==> src/rtl/mips_pkg.sv <==
// mips_pkg: shared definitions for the MIPS front end.
//   fetch_state_e : fetch-unit sequencer states
//   NOP_INSTR     : instruction word written into IF/ID on a flush
//   PC_INC        : sequential PC step in bytes
//   OP_*          : primary opcode values seen on instr[31:26]
//   jump_addr()   : J-format target from PC region and instr_index
package mips_pkg;

    typedef enum logic [1:0] {
        ST_IDLE    = 2'd0,
        ST_FETCH   = 2'd1,
        ST_HOLD    = 2'd2,
        ST_DISCARD = 2'd3
    } fetch_state_e;

    localparam logic [31:0] NOP_INSTR = 32'h0000_0000;
    localparam logic [31:0] PC_INC    = 32'd4;

    localparam logic [5:0] OP_RTYPE = 6'h00;
    localparam logic [5:0] OP_J     = 6'h02;
    localparam logic [5:0] OP_JAL   = 6'h03;
    localparam logic [5:0] OP_BEQ   = 6'h04;
    localparam logic [5:0] OP_BNE   = 6'h05;
    localparam logic [5:0] OP_LW    = 6'h23;
    localparam logic [5:0] OP_SW    = 6'h2B;

    function automatic logic [31:0] jump_addr(input logic [3:0]  region,
                                              input logic [25:0] index);
        return {region, index, 2'b00};
    endfunction

endpackage

==> src/rtl/fetch_unit_next_pc_sel.sv <==
// next_pc_sel: combinational next-PC selection for the fetch unit.
// Priority: reset -> redirect (branch over jump) -> sequential -> hold.
// Ports:
//   reset_ni        active-low reset (selects RESET_PC)
//   branch_taken_i  resolved taken branch, target branch_target_i
//   jump_i          jump in IF/ID, target from pc_region_i + jump_index_i
//   advance_i       PC steps by PC_INC this cycle
//   pc_i            current PC
//   redirect_o      a branch or jump is redirecting fetch
//   pc_inc_o        pc_i + PC_INC (mod 2^32)
//   pc_next_o       PC for the next cycle
module next_pc_sel
    import mips_pkg::*;
#(
    parameter logic [31:0] RESET_PC = 32'h0000_0000
) (
    input  logic        reset_ni,
    input  logic        branch_taken_i,
    input  logic [31:0] branch_target_i,
    input  logic        jump_i,
    input  logic [25:0] jump_index_i,
    input  logic [3:0]  pc_region_i,
    input  logic        advance_i,
    input  logic [31:0] pc_i,
    output logic        redirect_o,
    output logic [31:0] pc_inc_o,
    output logic [31:0] pc_next_o
);

    logic [31:0] target;

    always_comb begin
        redirect_o = branch_taken_i | jump_i;
        target     = branch_taken_i ? branch_target_i
                                    : jump_addr(pc_region_i, jump_index_i);
        pc_inc_o   = pc_i + PC_INC;

        if (!reset_ni)
            pc_next_o = RESET_PC;
        else if (redirect_o)
            pc_next_o = target;
        else if (advance_i)
            pc_next_o = pc_inc_o;
        else
            pc_next_o = pc_i;
    end

endmodule

==> src/rtl/fetch_unit.sv <==
// fetch_unit: instruction fetch stage with IF/ID register.
// Optional feature: define BRANCH_DELAY_SLOT_EN to keep the IF/ID
// instruction live across a redirect instead of flushing it.
// Ports:
//   clk, reset (sync, active-low)
//   stall                 hold IF/ID and PC
//   branch_taken/target   taken branch redirect (wins over jump)
//   jump/jump_index       jump redirect for the instruction in IF/ID
//   imem_req/addr         instruction memory request
//   imem_rdata/valid      instruction memory response
//   instr/opcode/pc_plus4/if_valid  IF/ID outputs
module fetch_unit
    import mips_pkg::*;
#(
    parameter logic [31:0] RESET_PC = 32'h0000_0000
) (
    input  logic        clk,
    input  logic        reset,
    input  logic        stall,
    input  logic        branch_taken,
    input  logic [31:0] branch_target,
    input  logic        jump,
    input  logic [25:0] jump_index,
    output logic        imem_req,
    output logic [31:0] imem_addr,
    input  logic [31:0] imem_rdata,
    input  logic        imem_valid,
    output logic [31:0] instr,
    output logic [5:0]  opcode,
    output logic [31:0] pc_plus4,
    output logic        if_valid
);

    fetch_state_e state_q, state_d;
    logic [31:0]  pc_q, pc_d;
    logic [31:0]  instr_q, instr_d;
    logic [31:0]  pc_plus4_q, pc_plus4_d;
    logic         if_valid_q, if_valid_d;
    logic [31:0]  buf_q, buf_d;
    logic [31:0]  disc_addr_q, disc_addr_d;
    logic         advance, flush, redirect;
    logic [31:0]  pc_inc;

    next_pc_sel #(.RESET_PC(RESET_PC)) u_next_pc (
        .reset_ni        (reset),
        .branch_taken_i  (branch_taken),
        .branch_target_i (branch_target),
        .jump_i          (jump),
        .jump_index_i    (jump_index),
        .pc_region_i     (pc_plus4_q[31:28]),
        .advance_i       (advance),
        .pc_i            (pc_q),
        .redirect_o      (redirect),
        .pc_inc_o        (pc_inc),
        .pc_next_o       (pc_d)
    );

    always_ff @(posedge clk) begin
        pc_q <= pc_d;
        if (!reset) begin
            state_q     <= ST_IDLE;
            instr_q     <= NOP_INSTR;
            pc_plus4_q  <= '0;
            if_valid_q  <= 1'b0;
            buf_q       <= '0;
            disc_addr_q <= RESET_PC;
        end else begin
            state_q     <= state_d;
            instr_q     <= instr_d;
            pc_plus4_q  <= pc_plus4_d;
            if_valid_q  <= if_valid_d;
            buf_q       <= buf_d;
            disc_addr_q <= disc_addr_d;
        end
    end

    always_comb begin
        state_d     = state_q;
        instr_d     = instr_q;
        pc_plus4_d  = pc_plus4_q;
        if_valid_d  = if_valid_q;
        buf_d       = buf_q;
        disc_addr_d = disc_addr_q;
        advance     = 1'b0;
        flush       = 1'b0;

        unique case (state_q)
            ST_IDLE: state_d = ST_FETCH;
            ST_FETCH: begin
                if (redirect) begin
                    // The outstanding word belongs to the old path: drop it
                    // now if it arrived, else wait it out at the old address.
                    flush = 1'b1;
                    if (!imem_valid) begin
                        disc_addr_d = pc_q;
                        state_d     = ST_DISCARD;
                    end
                end else if (imem_valid) begin
                    if (stall) begin
                        buf_d   = imem_rdata;
                        state_d = ST_HOLD;
                    end else begin
                        instr_d    = imem_rdata;
                        pc_plus4_d = pc_inc;
                        if_valid_d = 1'b1;
                        advance    = 1'b1;
                    end
                end else if (!stall) begin
                    if_valid_d = 1'b0;
                end
            end
            ST_HOLD: begin
                if (redirect) begin
                    flush   = 1'b1;
                    buf_d   = '0;
                    state_d = ST_FETCH;
                end else if (!stall) begin
                    instr_d    = buf_q;
                    pc_plus4_d = pc_inc;
                    if_valid_d = 1'b1;
                    advance    = 1'b1;
                    state_d    = ST_FETCH;
                end
            end
            ST_DISCARD: begin
                // PC already holds the target; only the stale reply is awaited.
                if (redirect)
                    flush = 1'b1;
                else if (!stall)
                    if_valid_d = 1'b0;
                if (imem_valid)
                    state_d = ST_FETCH;
            end
            default: state_d = ST_IDLE;
        endcase

`ifdef BRANCH_DELAY_SLOT_EN
        // Delay slot: the instruction in IF/ID stays live across a redirect.
`else
        if (flush) begin
            if_valid_d = 1'b0;
            instr_d    = NOP_INSTR;
        end
`endif
    end

    assign imem_req  = (state_q == ST_FETCH) || (state_q == ST_DISCARD);
    assign imem_addr = (state_q == ST_DISCARD) ? disc_addr_q : pc_q;
    assign instr     = instr_q;
    assign opcode    = instr_q[31:26];
    assign pc_plus4  = pc_plus4_q;
    assign if_valid  = if_valid_q;

endmodule

==> config.mk <==
export PLATFORM = sky130hd
export DESIGN_NAME = fetch_unit
export DESIGN_NICKNAME = d
export VERILOG_FILES = /design/src/rtl/mips_pkg.sv /design/src/rtl/fetch_unit_next_pc_sel.sv /design/src/rtl/fetch_unit.sv
export SDC_FILE = /design/constraint.sdc
export NUM_CORES = 1
export LEC_CHECK = 0
export CAP_MARGIN = 20
export CORE_MARGIN = 2
export CORE_UTILIZATION = 50
export CTS_CLUSTER_DIAMETER = 30
export DETAILED_ROUTE_END_ITERATION = 8
export PLACE_DENSITY = 0.85
export SETUP_SLACK_MARGIN = 0.15
export SLEW_MARGIN = 20
export SYNTH_ARGS = -nofsm -noshare
export SYNTH_HDL_FRONTEND = slang
export SYNTH_SLANG_ARGS = --single-unit
==> constraint.sdc <==
create_clock -name clk -period 2.2 [get_ports clk]
set_input_delay 0.44 -clock clk [delete_from_list [all_inputs] [get_ports clk]]
set_output_delay 0.44 -clock clk [all_outputs]
set_load 0.01 [all_outputs]
==> flow_summary.json <==
{
  "max_slew.worst_pin.slew_ns": 0.469,
  "grt_pass1_vias": 7843,
  "grt_use_met1": 0.368,
  "layout.nets": 1268,
  "crit_path_start": "state_q[0]",
  "endpoint": "imem_addr[2]",
  "pin_count": 200,
  "finalSetupTns_ns": -0.257,
  "violations": "setup timing",
  "ys_seq_area_frac": 0.409,
  "finClkSkew_ns": 0.0122,
  "worstSetupPathType": "reg -> out",
  "port_buffers": 199,
  "hold_viol": 0,
  "drc": 0,
  "ys_types": 63,
  "min_period_ns": 2.22,
  "synth-seq-cells": 163,
  "totalPowerFinal_uw": 8890,
  "r2r_cells": 11,
  "grt_pass1_wl_mm": 39.9,
  "drt_iter0_drc": 1043,
  "r2r_end": "pc_plus4[0]",
  "synthCells": 952,
  "grt_max_degree": 64,
  "setup-violations-final": 25,
  "hold_class": "reg -> reg",
  "syn_area_um2": 7990,
  "r2r_slack_ns": -0.01,
  "combPwrFrac": 0.269,
  "numCtsBuffers": 17,
  "antenna_found_initial": 0,
  "worstSkewPairLatency_ns": 0.44,
  "fp-row-count": 46,
  "power.share.sequential": 0.378,
  "syn_avg_cell_area_um2": 8.39,
  "final_area_um2": 12000,
  "clockBufferDepth": 2,
  "drt-total-wl_mm": 28.7,
  "dpl_cell_area_um2": 10600,
  "drv_cap": 0,
  "end_kind": "primary output",
  "core-area_um2": 15800,
  "vias": 8503,
  "path_max_fanout": 6,
  "grtUsageMet2": 0.494,
  "drtPass1Iterations": 7,
  "slew_headroom": 0.686,
  "preCtsSetupSlack_ns": -0.166,
  "power.internal_uw": 6190,
  "clk_pin_slew_ns": 0.06,
  "syn2layout_area_growth_pct": 49.9,
  "final-max-slew-violation-count": 0,
  "die-area_um2": 17000,
  "cts_tree": "built",
  "synth_enable_flop_cells": 0,
  "period_share": 1.01,
  "ant_nets": 0,
  "grt.busiest_layer": "met2",
  "cp.arrival_ns": 1.78,
  "dp_hpwl_mm": 16.8,
  "r2r_start": "state_q[1]",
  "clock_power_share": 0.353,
  "diodes": 0,
  "p_leak_uw": 0.00437,
  "synthFlopType": "dfxtp_1",
  "synth_nets": 1053,
  "vias_per_cell": 6.09,
  "initial_utilization": 0.507,
  "overflow": 0,
  "die_y_um": 130,
  "power.switching_uw": 2700,
  "grt_util_all_layers": 0.298,
  "hold_ws_ns": 0.452,
  "rsz0062_at_grt": "yes",
  "h-tree-depth": 4,
  "setup_ws_ns": -0.0224,
  "routedWlPerCell_um": 20.6,
  "fmaxAchievable_ghz": 0.450,
  "die_w_um": 130,
  "worstSetupStartpointType": "flip-flop",
  "drive_gt1_frac": 0.208,
  "use_met3": 0.0782,
  "hold_depth": 2,
  "required_ns": 1.76,
  "pwr_density_cell_nw_per_um2": 743,
  "synthArstFlopShare": 0,
  "cts_sinks": 163,
  "sw_frac_of_total": 0.303,
  "status": "finished with violations",
  "place_congestion": 0.925,
  "yosys_warnings": 0,
  "root_buffer": "clkbuf_16",
  "ir_drop_mv": 0.695
}
cell usage after synthesis (all sizes together), types with 3 or more instances:
master  number  area (um2)
dfxtp      163        3260
nand2      127         477
a21oi      118         591
nor2        66         255
clkbuf      57         214
o21ai       46         230
a211oi      44         330
buf         40         208
mux2i       34         340
nand3b      32         240
mux2        30         338
xor2        24         210
nand3       19         100
nand4       19         146
nor3        13        86.3
xnor2       13         114
inv         11        41.3
o22ai       10        62.6
a22oi        8        60.1
a31oi        7        43.8
a221o        6        60.1
and3         5        31.3
ha           5        62.6
nor3b        5        37.5
nor4         5        67.6
a221oi       4        35.0
a222oi       4        40.0
a41o         3        30.0
nand2b       3        18.8
nor2b        3        18.8
or2          3        18.8
power groups by stage:
| stage | sequential [uW] | clock, uW | combinational, uW |
|---|---|---|---|
| 6_report | 3360 | 3140 | 2390 |
| 5_1_grt | 3380 | 3250 | 2540 |
| 4_1_cts | 3340 | 3130 | 2150 |
| 3_5_place_dp | 3400 | 0 | 1970 |
| 3_3_place_gp | 3390 | 0 | 1930 |
| 2_1_floorplan | 3360 | 0 | 1110 |
cell type report:
cell class,count,area (um2)
clock buffers,18,439
clock inverters,14,174
fillers,1034,3800
inverters,11,41.3
multi-input cells,681,4630
flip-flops and latches,163,3270
well taps,216,270
repair buffers,293,3150
metal layers:
layer	vias up	part of all wire	wire length, um
met5	-	0	0
met3	134	0.099	2840
met4	0	0.049	1420
met1	3963	0.37	10700
li1	3833	-	-
met2	573	0.48	13800
through the flow:
step | std cells | utilization
final | 1396 | 0.759
after global routing | 1396 | 0.759
after CTS | 1383 | 0.727
after detailed placement | 1342 | 0.669
after global placement | 1342 | 0.669
after floorplan | 952 | -
cells in the final DEF (no fill, tap or decap), types with 28 or more instances in the layout:
master and n:
nor2_1 63, nand2_1 123, nand3b_1 32, mux2i_1 33, a21oi_1 116, clkdlybuf4s50_1 166, dfxtp_1 161, o21ai_0 28
buf_6 38, a211oi_1 29, buf_4 59
cells by family (layout without fill, tap and decap cells):
logic type | count (synthesis) | count (layout) | synth area share
simple gates | 307 | 307 | 0.195
xor+xnor | 37 | 37 | 0.0406
compound gates | 268 | 268 | 0.206
mux | 64 | 64 | 0.0849
fa+ha+maj | 5 | 5 | 0.00783
buf+inv | 108 | 336 | 0.0580
flops | 163 | 163 | 0.409
registers in the layout, summed over array words and instances, names as in the netlist, named ones only:
signal       flops
pc_plus4        32
instr           32
pc_q            32
disc_addr_q     32
buf_q           32
state_q          2
critical path, stage by stage (launching register included):
cell and delay (ns):
dfxtp_2 0.34, ha_4 0.17, buf_12 0.12, buf_12 0.12, buf_16 0.14, mux2_4 0.32
buf_6 0.13
what timing repair did:
action / CTS / global route
setup buffers: 6 / 5
hold endpoints to repair: 0 / 0
pin swaps: 1 / 22
setup endpoints to repair: 44 / 108
gates cloned: 3 / 8
resized for setup: 203 / 78
hold buffers: 0 / 0
worst min path at each step:
stage | start | endpoint
after detailed placement | disc_addr_q[10] | disc_addr_q[10]
after global routing | buf_q[10] | buf_q[10]
final | buf_q[7] | buf_q[7]
after floorplan | disc_addr_q[0] | disc_addr_q[0]
after CTS | disc_addr_q[10] | disc_addr_q[10]
after global placement | disc_addr_q[15] | disc_addr_q[15]
No activity file was read; power rests on OpenSTA's default activity.
